**src/rtl/gcd_pkg.sv**
```systemverilog
// Shared types and defaults for the GCD requester and its operand FIFO.
package gcd_pkg;

    localparam int unsigned GcdW = 6;

    typedef enum logic [2:0] {
        StIdle,
        StIssue,
        StWait,
        StAck,
        StResp,
        StDrain
    } state_e;

endpackage

```
**src/rtl/gcd_requester_if.sv**
```systemverilog
// Upstream request, core handshake and downstream response signals of the GCD requester.
interface gcd_requester_if
    import gcd_pkg::*;
#(
    parameter int unsigned W = GcdW
);

    logic         req_valid;
    logic         req_ready;
    logic [W-1:0] req_a;
    logic [W-1:0] req_b;

    logic         op_valid;
    logic [W-1:0] A_out;
    logic [W-1:0] B_out;
    logic         gcd_valid;
    logic [W-1:0] gcd;
    logic         ack;

    logic         rsp_valid;
    logic         rsp_ready;
    logic [W-1:0] rsp_a;
    logic [W-1:0] rsp_b;
    logic [W-1:0] rsp_gcd;
    logic         rsp_timeout;
    logic         err_timeout;
    logic         err_clr;

    modport master (
        input  req_valid, req_a, req_b, gcd_valid, gcd, rsp_ready, err_clr,
        output req_ready, op_valid, A_out, B_out, ack,
               rsp_valid, rsp_a, rsp_b, rsp_gcd, rsp_timeout, err_timeout
    );

    modport slave (
        output req_valid, req_a, req_b, gcd_valid, gcd, rsp_ready, err_clr,
        input  req_ready, op_valid, A_out, B_out, ack,
               rsp_valid, rsp_a, rsp_b, rsp_gcd, rsp_timeout, err_timeout
    );

endinterface

```
**src/rtl/gcd_req_fifo.sv**
```systemverilog
// Operand-pair FIFO: registered storage, occupancy count, no bypass, no push while full.
module gcd_req_fifo
    import gcd_pkg::*;
#(
    parameter int unsigned DW    = 2 * GcdW,
    parameter int unsigned DEPTH = 4
) (
    input  logic          clk,
    input  logic          reset_n,
    input  logic          push,
    input  logic [DW-1:0] wdata,
    input  logic          pop,
    output logic [DW-1:0] rdata,
    output logic          full,
    output logic          empty
);

    localparam int unsigned AW   = $clog2(DEPTH);
    localparam int unsigned CNTW = AW + 1;

    logic [DW-1:0]   mem_q [DEPTH];
    logic [AW-1:0]   wptr_q;
    logic [AW-1:0]   rptr_q;
    logic [CNTW-1:0] count_q;
    logic            do_push;
    logic            do_pop;

    assign full    = (count_q == CNTW'(DEPTH));
    assign empty   = (count_q == '0);
    assign do_push = push && !full;
    assign do_pop  = pop && !empty;
    assign rdata   = mem_q[rptr_q];

    always_ff @(posedge clk or negedge reset_n) begin
        if (!reset_n) begin
            for (int unsigned i = 0; i < DEPTH; i++) begin
                mem_q[i] <= '0;
            end
            wptr_q  <= '0;
            rptr_q  <= '0;
            count_q <= '0;
        end else begin
            if (do_push) begin
                mem_q[wptr_q] <= wdata;
                wptr_q        <= wptr_q + 1'b1;
            end
            if (do_pop) begin
                rptr_q <= rptr_q + 1'b1;
            end
            unique case ({do_push, do_pop})
                2'b10:   count_q <= count_q + 1'b1;
                2'b01:   count_q <= count_q - 1'b1;
                default: count_q <= count_q;
            endcase
        end
    end

endmodule

```
**src/rtl/gcd_requester.sv**
```systemverilog
// Issues buffered operand pairs to the GCD core one at a time, returns {a,b,gcd} downstream,
// and bounds each op with a watchdog that converts a lost op into a timeout response.
module gcd_requester
    import gcd_pkg::*;
#(
    parameter int unsigned W       = GcdW,
    parameter int unsigned DEPTH   = 4,
    parameter int unsigned TIMEOUT = 255
) (
    input  logic             clk,
    input  logic             reset_n,
    gcd_requester_if.master  bus
);

    localparam int unsigned CW = $clog2(TIMEOUT);

    state_e         state_q, state_d;
    logic [W-1:0]   a_q, a_d;
    logic [W-1:0]   b_q, b_d;
    logic [W-1:0]   res_q, res_d;
    logic           tmo_q, tmo_d;
    logic           err_q, err_d;
    logic           discard_q, discard_d;
    logic [CW-1:0]  cnt_q, cnt_d;
    logic           err_set;
    logic           pop;
    logic           fifo_full;
    logic           fifo_empty;
    logic [2*W-1:0] head;

    gcd_req_fifo #(
        .DW    (2 * W),
        .DEPTH (DEPTH)
    ) u_fifo (
        .clk     (clk),
        .reset_n (reset_n),
        .push    (bus.req_valid),
        .wdata   ({bus.req_a, bus.req_b}),
        .pop     (pop),
        .rdata   (head),
        .full    (fifo_full),
        .empty   (fifo_empty)
    );

    always_comb begin
        state_d   = state_q;
        a_d       = a_q;
        b_d       = b_q;
        res_d     = res_q;
        tmo_d     = tmo_q;
        discard_d = discard_q;
        cnt_d     = cnt_q;
        err_set   = 1'b0;
        pop       = 1'b0;
        unique case (state_q)
            StIdle: begin
                if (!fifo_empty) begin
                    pop        = 1'b1;
                    {a_d, b_d} = head;
                    state_d    = StIssue;
                end
            end
            StIssue: begin
                cnt_d   = '0;
                tmo_d   = 1'b0;
                state_d = StWait;
            end
            StWait: begin
                if (bus.gcd_valid) begin
                    res_d   = bus.gcd;
                    state_d = StAck;
                end else if (cnt_q == CW'(TIMEOUT - 1)) begin
                    // Core still owns the op: answer now, then drain its late result.
                    tmo_d     = 1'b1;
                    res_d     = '0;
                    err_set   = 1'b1;
                    discard_d = 1'b1;
                    state_d   = StResp;
                end else begin
                    cnt_d = cnt_q + 1'b1;
                end
            end
            StAck: begin
                if (discard_q) begin
                    discard_d = 1'b0;
                    state_d   = StIdle;
                end else begin
                    state_d = StResp;
                end
            end
            StResp: begin
                if (bus.rsp_ready) begin
                    state_d = discard_q ? StDrain : StIdle;
                end
            end
            StDrain: begin
                if (bus.gcd_valid) begin
                    state_d = StAck;
                end
            end
            default: state_d = StIdle;
        endcase
        err_d = err_set ? 1'b1 : (bus.err_clr ? 1'b0 : err_q);
    end

    always_ff @(posedge clk or negedge reset_n) begin
        if (!reset_n) begin
            state_q   <= StIdle;
            a_q       <= '0;
            b_q       <= '0;
            res_q     <= '0;
            tmo_q     <= 1'b0;
            err_q     <= 1'b0;
            discard_q <= 1'b0;
            cnt_q     <= '0;
        end else begin
            state_q   <= state_d;
            a_q       <= a_d;
            b_q       <= b_d;
            res_q     <= res_d;
            tmo_q     <= tmo_d;
            err_q     <= err_d;
            discard_q <= discard_d;
            cnt_q     <= cnt_d;
        end
    end

    assign bus.req_ready   = !fifo_full;
    assign bus.op_valid    = (state_q == StIssue);
    assign bus.ack         = (state_q == StAck);
    assign bus.rsp_valid   = (state_q == StResp);
    assign bus.A_out       = a_q;
    assign bus.B_out       = b_q;
    assign bus.rsp_a       = a_q;
    assign bus.rsp_b       = b_q;
    assign bus.rsp_gcd     = res_q;
    assign bus.rsp_timeout = tmo_q;
    assign bus.err_timeout = err_q;

endmodule

```
**src/flat_wrapper.sv**
```systemverilog
// flat-port wrapper written by rule: the top's interface ports become plain ports
module gcd_requester_flat import gcd_pkg::*;
#(
    parameter int unsigned W       = GcdW,
    parameter int unsigned DEPTH   = 4,
    parameter int unsigned TIMEOUT = 255
)
  (clk, reset_n, bus_req_valid, bus_req_a, bus_req_b, bus_gcd_valid, bus_gcd, bus_rsp_ready, bus_err_clr, bus_req_ready, bus_op_valid, bus_A_out, bus_B_out, bus_ack, bus_rsp_valid, bus_rsp_a, bus_rsp_b, bus_rsp_gcd, bus_rsp_timeout, bus_err_timeout);
  gcd_requester_if #(.W(W)) bus_i ();
  input  logic clk;
  input  logic reset_n;
  input wire logic [$bits(bus_i.req_valid)-1:0] bus_req_valid;
  input wire logic [$bits(bus_i.req_a)-1:0] bus_req_a;
  input wire logic [$bits(bus_i.req_b)-1:0] bus_req_b;
  input wire logic [$bits(bus_i.gcd_valid)-1:0] bus_gcd_valid;
  input wire logic [$bits(bus_i.gcd)-1:0] bus_gcd;
  input wire logic [$bits(bus_i.rsp_ready)-1:0] bus_rsp_ready;
  input wire logic [$bits(bus_i.err_clr)-1:0] bus_err_clr;
  output wire logic [$bits(bus_i.req_ready)-1:0] bus_req_ready;
  output wire logic [$bits(bus_i.op_valid)-1:0] bus_op_valid;
  output wire logic [$bits(bus_i.A_out)-1:0] bus_A_out;
  output wire logic [$bits(bus_i.B_out)-1:0] bus_B_out;
  output wire logic [$bits(bus_i.ack)-1:0] bus_ack;
  output wire logic [$bits(bus_i.rsp_valid)-1:0] bus_rsp_valid;
  output wire logic [$bits(bus_i.rsp_a)-1:0] bus_rsp_a;
  output wire logic [$bits(bus_i.rsp_b)-1:0] bus_rsp_b;
  output wire logic [$bits(bus_i.rsp_gcd)-1:0] bus_rsp_gcd;
  output wire logic [$bits(bus_i.rsp_timeout)-1:0] bus_rsp_timeout;
  output wire logic [$bits(bus_i.err_timeout)-1:0] bus_err_timeout;
  assign bus_i.req_valid = bus_req_valid;
  assign bus_i.req_a = bus_req_a;
  assign bus_i.req_b = bus_req_b;
  assign bus_i.gcd_valid = bus_gcd_valid;
  assign bus_i.gcd = bus_gcd;
  assign bus_i.rsp_ready = bus_rsp_ready;
  assign bus_i.err_clr = bus_err_clr;
  assign bus_req_ready = bus_i.req_ready;
  assign bus_op_valid = bus_i.op_valid;
  assign bus_A_out = bus_i.A_out;
  assign bus_B_out = bus_i.B_out;
  assign bus_ack = bus_i.ack;
  assign bus_rsp_valid = bus_i.rsp_valid;
  assign bus_rsp_a = bus_i.rsp_a;
  assign bus_rsp_b = bus_i.rsp_b;
  assign bus_rsp_gcd = bus_i.rsp_gcd;
  assign bus_rsp_timeout = bus_i.rsp_timeout;
  assign bus_err_timeout = bus_i.err_timeout;
  gcd_requester #(.W(W), .DEPTH(DEPTH), .TIMEOUT(TIMEOUT)) u_core (.clk(clk), .reset_n(reset_n), .bus(bus_i));
endmodule
```
**config.mk**
```make
export PLATFORM = sky130hd
export DESIGN_NAME = gcd_requester_flat
export DESIGN_NICKNAME = d
export VERILOG_FILES = /design/src/rtl/gcd_pkg.sv /design/src/rtl/gcd_requester_if.sv /design/src/rtl/gcd_req_fifo.sv /design/src/rtl/gcd_requester.sv /design/src/flat_wrapper.sv
export SDC_FILE = /design/constraint.sdc
export NUM_CORES = 1
export LEC_CHECK = 0
export ABC_AREA = 1
export BUFFER_PORTS_ARGS = -buffer_cell sky130_fd_sc_hd__buf_4
export CAP_MARGIN = 20
export CORE_ASPECT_RATIO = 0.6
export CORE_MARGIN = 2
export CORE_UTILIZATION = 30
export DETAILED_ROUTE_END_ITERATION = 8
export SETUP_SLACK_MARGIN = 0.15
export SYNTH_ARGS = -nofsm -noshare
export SYNTH_HDL_FRONTEND = slang
export SYNTH_SLANG_ARGS = --single-unit
export TNS_END_PERCENT = 1
```
**constraint.sdc**
```tcl
create_clock -name clk -period 2 [get_ports clk]
set_input_delay 0.2 -clock clk [delete_from_list [all_inputs] [get_ports clk]]
set_output_delay 0.2 -clock clk [all_outputs]
set_load 0.02 [all_outputs]
```
==> metrics.txt, run 1 <==
status=finished, final reports clean; Yosys reg bits=87; hold crit path type=primary input to flip-flop; Mapped Nets=516; DP HPWL=6120 µm; max_cap viols=0; CTS max path bufs=2; routed len/inst=12.8 µm; GPL Wtd Cong=0.772; ANT cells=0; Total Routing Usage GR=13.1%; IO Port Bufs=59; share of layout cells above drive strength 1=19.7%; Seq/Total Area, Yosys=52.6%; clock slew at reported path FFs=0.06 ns; Worst EP arrival=1.98 ns; clk sinks=87; die area=14800 µm²; Post-Syn Area per Cell=8.56 µm²; Period minus WS final=1.76 ns; RSZ-0062 raised after global routing=false; Post-Layout Cell Count=714; CP Launch Type=flip-flop; Overflow after GRT=0; fmax=569 MHz; DRC=0; Std-Cell Rows=33; CTS tree=yes; largest cells by area after synthesis=dfrtp_1, nand2_1, o21ai_0; CTS H-tree lvls=3; vias in the first global route=3011; Power Total=8320 µW; critical path type=flip-flop to flip-flop; largest net degree at the start of global routing=48; 1st-pass router iterations=5; Antenna Nets Post-Route=0; Setup TNS=0 ns; Post-Syn Instances=484; CP required=2.22 ns; root buffer cell=clkbuf_16; Cell Area, Synth=4140 µm²; Slew headroom=66.7%; most common flop cell mapped by yosys=dfrtp_1; io pins=60; pwr dens=1660 nW/µm²; Hold Fails Final Rpt=0; Iteration-0 DRC Markers=235; crit-path max FO=4; YS warnings=0; final setup fails=0; via count=3284; Synth-to-Final Area Change=20.7%; commonest non-fill, non-tap cell in the layout=nand2_1; total clock buffers created by CTS=9; initial antenna violation count=0; leading cell types in the layout, fill and taps excluded=nand2_1, dfrtp_1, nor2_1; post-synth top area cell=dfrtp_1; clk_lat worst skew=0.34 ns; Worst IR Drop VDD=0.000535 V; count of flip-flops with a built-in enable after synthesis=0; dpl cells=695; Core ar.=13600 µm²; Async SR Flop Fraction=100%; Die Height=95.0 µm; reg-to-reg setup timing slack=0.24 ns; starting density of the core=30.5%; library cells used by synthesis=25; worst slew pin tran=0.499 ns; Pleak=0.00247 µW; post-layout net count=566; Clock Skew=0.00473 ns; Vias/cell=4.60; final worst path period share=87.9%; Routed WL=9120 µm; CP Capture Type=flip-flop; post-synth top area share=52.6%; chip width=156 µm; first-pass GRT wire length=15000 µm; Max Slew Vio Count=0
==> report_power, final <==
group	leakage, µW	switching, µW	total, µW	internal, µW
clock	0.000152	681	1710	1030
sequential	0.00108	514	3050	2540
combinational	0.00123	2180	3550	1370
==> layer usage <==
| metal | vias to the layer above | global-route usage (%) | share of wire (%) |
|---|---|---|---|
| met3 | 10 | 3.27 | 4.0 |
| li1 | 1630 | - | - |
| met2 | 64 | 20.3 | 44 |
| met5 | - | 0 | 0 |
| met4 | 0 | 4.43 | 1.3 |
| met1 | 1580 | 18.0 | 50 |
==> cell usage after synthesis (2+ instances only) <==
library cell / instances
nand2_1: 112
dfrtp_1: 87
nor2_1: 77
o21ai_0: 72
inv_1: 34
nand3_1: 16
buf_4: 13
a31oi_1: 11
buf_6: 7
ha_1: 7
nand2_4: 6
xor2_1: 6
a21oi_1: 5
buf_2: 5
o21ai_1: 5
clkbuf_1: 4
nand2_2: 4
nor2_4: 3
nor3_1: 3
inv_4: 2
==> metrics by stage <==
| stage | setup WS (ns) | hold WS [ns] | utilization [%] | area [µm²] |
|---|---|---|---|---|
| after floorplan | 0.149 | -0.0956 | - | 4160 |
| final | 0.242 | 0.0416 | 36.8 | 5000 |
| after CTS | 0.150 | 0.0316 | 36.7 | 4980 |
| after global placement | 0.248 | 0.0879 | 34.3 | 4660 |
| after detailed placement | 0.157 | 0.0869 | 34.3 | 4660 |
| after global routing | 0.144 | 0.0613 | 36.8 | 5000 |
==> registers in the layout, indices dropped and copies added (netlist names) <==
| register | count |
|---|---|
| u_core.bus.A_out | 6 |
| u_core.bus.B_out | 6 |
| u_core.bus.err_timeout | 1 |
| u_core.bus.rsp_gcd | 6 |
| u_core.bus.rsp_timeout | 1 |
| u_core.cnt_q | 8 |
| u_core.discard_q | 1 |
| u_core.state_q | 3 |
| u_core.u_fifo.count_q | 3 |
| u_core.u_fifo.mem_q | 48 |
| u_core.u_fifo.rptr_q | 2 |
| u_core.u_fifo.wptr_q | 2 |
==> logic make-up after synthesis <==
logic type / count (synthesis) / synth area share [%]
adders and majority gates: 8 / 2.60
and+or+nand+nor: 222 / 22.7
DFF: 87 / 52.6
xor gates and xnor gates: 7 / 1.48
AOI/OAI and AO/OA: 95 / 12.1
buffers and inverters: 65 / 8.61
==> area by class of cell <==
| class | instances | area (µm²) |
|---|---|---|
| Inverter | 36 | 140 |
| Tap cell | 175 | 219 |
| Clock buffer | 11 | 253 |
| Timing Repair Buffer | 68 | 526 |
| Clock inverter | 5 | 56.3 |
| Sequential cell | 87 | 2180 |
| Fill cell | 1351 | 8580 |
| Multi-Input combinational cell | 332 | 1630 |
==> repair_timing <==
item | CTS | global route
setup endpoints to repair | 0 | 2
buffers inserted | 0 | 2
hold endpoints to repair | 15 | 0
hold buffers | 1 | 0
gates resized for setup | 0 | 3
==> critical path, cell delays in order, from the launching register on <==
cell     delay [ns]
dfrtp_2        0.45
nor3_4         0.24
nor2_4         0.06
ha_2           0.19
fa_2           0.34
a21oi_1        0.12
o21ai_1        0.09
xor2_1         0.15
==> path summary, 6_finish.rpt <==
check / depth (start not counted) / to / from
setup / recovery: 7 / u_core.u_fifo.count_q[2] / u_core.u_fifo.count_q[0]
hold / removal: 2 / u_core.bus.err_timeout / bus_err_clr
setup reg to reg: 7 / u_core.u_fifo.count_q[2] / u_core.u_fifo.count_q[0]
hold reg to reg: 2 / u_core.bus.rsp_gcd[2] / u_core.bus.rsp_gcd[2]
max in group asynchronous: 3 / u_core.u_fifo.mem_q[20] / reset_n
min in group asynchronous: 2 / u_core.bus.rsp_gcd[2] / reset_n
(Power assumes the default switching activity.)
==> inputs of run 2 (changes only) <==
RECOVER_POWER = 25   (was not set)
clock period = 1.5 ns   (was 2 ns; I/O delays follow)
==> metrics.txt, run 2 (same netlist as run 1, synthesis figures left out) <==
post-route cell area=5400 µm² (+8.0%); worst slew pin tran=0.797 ns (+0.298 ns); initial antenna violation count=0 (unchanged); clk sinks=87 (unchanged); Worst EP arrival=1.94 ns (-0.04 ns); Crit Reg-Reg Endpoint=u_core.u_fifo.count_q[2]; worst hold slack=0.0138 ns (-0.0278 ns); IO Port Bufs=59 (unchanged); Hold Fails Final Rpt=0 (unchanged); pwr dens=2250 nW/µm² (+35%); largest net degree at the start of global routing=88 (+83%); Slowest cell on crit path=dfrtp_1; Top delay family on crit path=adder cells; io pins=60 (unchanged); Total Routing Usage GR=13.5% (+0.43 points); CP Launch Type=flip-flop; final worst slack=-0.212 ns (-0.454 ns); final setup fails=2 (+2); Top reg by flops=u_core.u_fifo.mem_q; vias in the first global route=3293 (+9.4%); Largest stage delay, worst path=0.42 ns (-0.03 ns); violated checks=setup timing; 1st-pass router iterations=4 (-1); Largest register FFs=48 (unchanged); DRC=0 (unchanged); Core ar.=13600 µm² (unchanged); hold crit path type=primary input to flip-flop; Placed Area=4820 µm² (+3.5%); Die Height=95.0 µm (unchanged); leading cell types in the layout, fill and taps excluded=nand2_1, dfrtp_1, buf_4; critical path depth=7 (unchanged); root buffer cell=clkbuf_16; CP required=1.72 ns (-0.50 ns); Period minus WS final=1.71 ns (-0.0457 ns); status=complete, but fails checks; share of layout cells above drive strength 1=27.2% (+7.6 points); final worst path period share=114% (+26 points); critical path type=flip-flop to flip-flop; Slew headroom=46.8% (-20 points); CP Cell Sequence=nor3_4, nor2_4, ha_4, fa_2, a21oi_2, o21ai_1, xor2_1; final core utilization=39.7% (+2.9 points); die area=14800 µm² (unchanged); first-pass GRT wire length=15800 µm (+5.1%); Antenna Nets Post-Route=0 (unchanged); clk_lat worst skew=0.34 ns (about the same); clock slew at reported path FFs=0.06 ns (about the same); total clock buffers created by CTS=9 (unchanged); Setup TNS=-0.338 ns (-0.338 ns); Bufs and invs on worst path=0 (unchanged); Std-Cell Rows=33 (unchanged); Overflow after GRT=0 (unchanged); commonest non-fill, non-tap cell in the layout=nand2_1; Clock Skew=0.00896 ns (+0.00424 ns); crit path from=u_core.u_fifo.count_q[1]; ANT cells=0 (unchanged); Pleak=0.00258 µW (+4.8%); Synth-to-Final Area Change=30.3%; RSZ-0062 raised after global routing=true; biggest regs=u_core.u_fifo.mem_q x48, u_core.cnt_q x8; starting density of the core=30.5% (unchanged); CP Capture Type=flip-flop; routed len/inst=12.9 µm (+0.72%); worst r2r path cells=7 (unchanged); Worst IR Drop VDD=0.000653 V (+22%); DP HPWL=6130 µm (+0.23%); Vias/cell=4.62 (+0.48%); Routed WL=9480 µm (+4.0%); CTS tree=yes; hold path depth=3 (+1); Max Slew Vio Count=0 (unchanged); post-layout net count=589 (+4.1%); Worst Setup EP=u_core.u_fifo.count_q[2]; Iteration-0 DRC Markers=171 (-27%); startpoint of the worst-slack reg-to-reg timing path=u_core.u_fifo.count_q[1]; via count=3406 (+3.7%); reg-to-reg setup timing slack=-0.21 ns (-0.45 ns); chip width=156 µm (unchanged); GPL Wtd Cong=0.823 (+6.6%); crit-path max FO=3 (-1); pre-CTS setup slack=-0.206 ns (-0.363 ns); CTS H-tree lvls=3 (unchanged); max_cap viols=0 (unchanged); fmax=584 MHz (+2.7%); CTS max path bufs=2 (unchanged)
run 2: changes by cell type in the layout (fill, tap and decap cells not counted), sizes merged:
cell and change:
buf +19, bufinv +1, dlygate4sd3 +3
run 2: per-layer routing:
| layer | share of wire (%) | up-vias | track usage, % |
|---|---|---|---|
| li1 | - | 1684 | - |
| met1 | 50 | 1652 | 18.8 |
| met2 | 44 | 57 | 20.8 |
| met3 | 3.6 | 13 | 2.91 |
| met4 | 1.9 | 0 | 5.43 |
| met5 | 0 | - | 0 |
run 2: area by class of cell:
type	instances	area, µm²
inverters	36	155
flip-flops and latches	87	2180
well taps	175	219
fillers	1354	8190
repair buffers	91	723
multi-input cells	332	1790
clock inverters	6	93.8
clock buffers	10	239
run 2: report_power, final:
group          total, µW  switching [µW]  internal, µW
clock network       2450             933          1510
registers           4040             659          3380
logic               5680            3330          2350
total              12200            4920          7240
run 2: worst min-delay path by stage:
stage	start	end	slack (ns)
floorplan	reset_n	u_core.bus.A_out[0]	-0.15
global placement	reset_n	u_core.bus.rsp_gcd[0]	0.22
detailed placement	reset_n	u_core.bus.A_out[3]	0.23
CTS	bus_gcd[3]	u_core.bus.rsp_gcd[3]	0.004
global route	bus_gcd[3]	u_core.bus.rsp_gcd[3]	0.02
finish	bus_gcd[3]	u_core.bus.rsp_gcd[3]	0.01
run 2: worst reg2reg max path, cell delays in order, from the launching register on:
cell and delay (ns):
dfrtp_1 0.42, nor3_4 0.26, nor2_4 0.07, ha_4 0.16
fa_2 0.35, a21oi_2 0.12, o21ai_1 0.08, xor2_1 0.14
run 2: timing repair:
action	CTS	global route
resized for setup	28	30
hold buffers	4	0
pin swaps	7	15
setup buffers	1	1
endpoints found under the hold margin	90	0
setup endpoints to repair	77	87
run 2: stage by stage:
step                total power [µW]  std cells
floorplan                       7590        484
global placement                9090        715
detailed placement              9250        715
CTS                            12100        736
global route                   13100        737
finish                         12200        737
==> inputs of run 3 (changes only) <==
HOLD_SLACK_MARGIN = 0.15   (was not set)
==> metrics.txt, run 3 (same netlist as run 1, synthesis figures left out) <==
status=complete, but fails checks; violated checks=setup timing; initial antenna violation count=0 (unchanged); RSZ-0062 raised after global routing=true; hold path start=bus_req_a[0]; starting density of the core=30.5% (unchanged); crit-path max FO=3 (unchanged); Vias/cell=4.55 (-1.5%); final core utilization=40.9% (+1.2 points); Hold Path End=u_core.u_fifo.mem_q[42]; GPL Wtd Cong=0.823 (unchanged); pwr dens=2190 nW/µm² (-2.7%); biggest regs=u_core.u_fifo.mem_q x48, u_core.cnt_q x8; Largest register FFs=48 (unchanged); ANT cells=0 (unchanged); CP required=1.72 ns (about the same); final worst path period share=114% (about the same); root buffer cell=clkbuf_16; met2 Resource Use GR=21.3% (+0.52 points); final setup fails=2 (unchanged); Max Slew Vio Count=0 (unchanged); global-route met1 utilization=19.0% (+0.29 points); GR Util met3=2.77% (-0.14 points); footprint of the multi-input gates=1790 µm² (unchanged); CP Cell Sequence=nor3_4, nor2_4, ha_4, fa_2, a21oi_2, o21ai_1, xor2_1; vias in the first global route=3366 (+2.2%); Pleak=0.00265 µW (+2.6%); Placed Area=4820 µm² (unchanged); FF+latch area=2180 µm² (unchanged); Bufs and invs on worst path=0 (unchanged); DRC=0 (unchanged); share of layout cells above drive strength 1=26.5% (-0.75 points); hold crit path type=primary input to flip-flop; via count=3427 (+0.62%); post-layout net count=605 (+2.7%); routed len/inst=12.8 µm (-0.43%); clk sinks=87 (unchanged); fmax=584 MHz (about the same); critical path type=flip-flop to flip-flop; total clock buffers created by CTS=9 (unchanged); IO Port Bufs=59 (unchanged); Top delay family on crit path=adder cells; Top reg by flops=u_core.u_fifo.mem_q; Total Routing Usage GR=13.7% (+0.21 points); reg-to-reg setup timing slack=-0.21 ns (about the same); Iteration-0 DRC Markers=207 (+21%); Clock Skew=0.00886 ns (-0.000102 ns); Overflow after GRT=0 (unchanged); worst slew pin tran=0.792 ns (-0.00525 ns); clk_lat worst skew=0.34 ns (about the same); post-route cell area=5560 µm² (+3.0%); Largest stage delay, worst path=0.42 ns (about the same); Top Usage Layer GRT=met2; largest net degree at the start of global routing=88 (unchanged); Worst IR Drop VDD=0.000653 V (about the same); Std-Cell Rows=33 (unchanged); Synth-to-Final Area Change=34.2%; Fill cells=1345 (-0.66%); CTS H-tree lvls=3 (unchanged); startpoint of the worst-slack reg-to-reg timing path=u_core.u_fifo.count_q[1]; die area=14800 µm² (unchanged); DP HPWL=6130 µm (unchanged); Slowest cell on crit path=dfrtp_1; Period minus WS final=1.71 ns (+0.000923 ns); Hold Fails Final Rpt=0 (unchanged); 1st-pass router iterations=4 (unchanged); hold path depth=3 (unchanged); final worst slack=-0.213 ns (-0.000923 ns); io pins=60 (unchanged); CTS tree=yes; CP Capture Type=flip-flop; Core ar.=13600 µm² (unchanged); Slew headroom=47.2% (+0.35 points); Crit Reg-Reg Endpoint=u_core.u_fifo.count_q[2]; Die Height=95.0 µm (unchanged); first-pass GRT wire length=16100 µm (+1.7%); clock slew at reported path FFs=0.06 ns (about the same); Worst EP arrival=1.94 ns (about the same); CP Launch Type=flip-flop; Antenna Nets Post-Route=0 (unchanged); CTS max path bufs=2 (unchanged); commonest non-fill, non-tap cell in the layout=nand2_1; chip width=156 µm (unchanged); worst r2r path cells=7 (unchanged); Routed WL=9650 µm (+1.7%); max_cap viols=0 (unchanged); leading cell types in the layout, fill and taps excluded=nand2_1, dfrtp_1, buf_4
run 3: cell types whose count changed in the layout (fill, tap and decap cells not counted):
cell | previous run | this run
dlygate4sd3_1 | 4 | 20
run 3: worst reg2reg max path: stages, from the launching register on:
cell	delay, ns
dfrtp_1	0.42
nor3_4	0.26
nor2_4	0.07
ha_4	0.16
fa_2	0.35
a21oi_2	0.12
o21ai_1	0.08
xor2_1	0.14
run 3: worst max path at each step:
stage                                           to                     start  depth (start not counted)
after floorplan           u_core.u_fifo.count_q[2]  u_core.u_fifo.count_q[1]                          8
after global placement    u_core.u_fifo.count_q[2]  u_core.u_fifo.count_q[1]                          7
after detailed placement  u_core.u_fifo.count_q[2]  u_core.u_fifo.count_q[1]                          7
after CTS                 u_core.u_fifo.count_q[2]  u_core.u_fifo.count_q[0]                          7
after global routing      u_core.u_fifo.count_q[2]  u_core.u_fifo.count_q[1]                          7
final                     u_core.u_fifo.count_q[2]  u_core.u_fifo.count_q[1]                          7
run 3: area by class of cell:
class | count | area share (%)
sequential | 87 | 39.2
multi-input combinational | 332 | 32.2
inverter | 36 | 2.79
tap | 175 | 3.94
timing repair buffer | 107 | 15.9
clock inverter | 6 | 1.69
clock buffer | 10 | 4.30
run 3: what timing repair did:
item / CTS / global route
gates resized for setup: 28 / 30
setup buffers: 1 / 1
setup endpoints to repair: 77 / 87
hold buffers: 20 / 0
endpoints found under the hold margin: 132 / 0
pin swaps: 7 / 15
run 3: report_power, final:
part | switching [µW] | internal (µW) | leakage, µW
Sequential | 657 | 3380 | 0.00108
Combinational | 3320 | 2380 | 0.00141
Clock | 934 | 1510 | 0.000159
Total | 4910 | 7270 | 0.00265
run 3: metrics by stage:
stage | cells | setup WS, ns | TNS (ns) | hold WS [ns] | power (µW)
2_1_floorplan | 484 | -0.313 | -0.594 | -0.146 | 7590
3_3_place_gp | 715 | -0.186 | -0.270 | 0.224 | 9090
3_5_place_dp | 715 | -0.206 | -0.347 | 0.232 | 9250
4_1_cts | 752 | -0.182 | -0.311 | 0.162 | 12100
5_1_grt | 753 | -0.273 | -0.560 | 0.189 | 13100
6_report | 753 | -0.213 | -0.341 | 0.162 | 12200
run 3: layer usage:
| layer | wire length (µm) | share of wire, % |
|---|---|---|
| met5 | 0 | 0 |
| met3 | 402 | 4.2 |
| met2 | 4370 | 45 |
| met4 | 167 | 1.7 |
| met1 | 4710 | 49 |
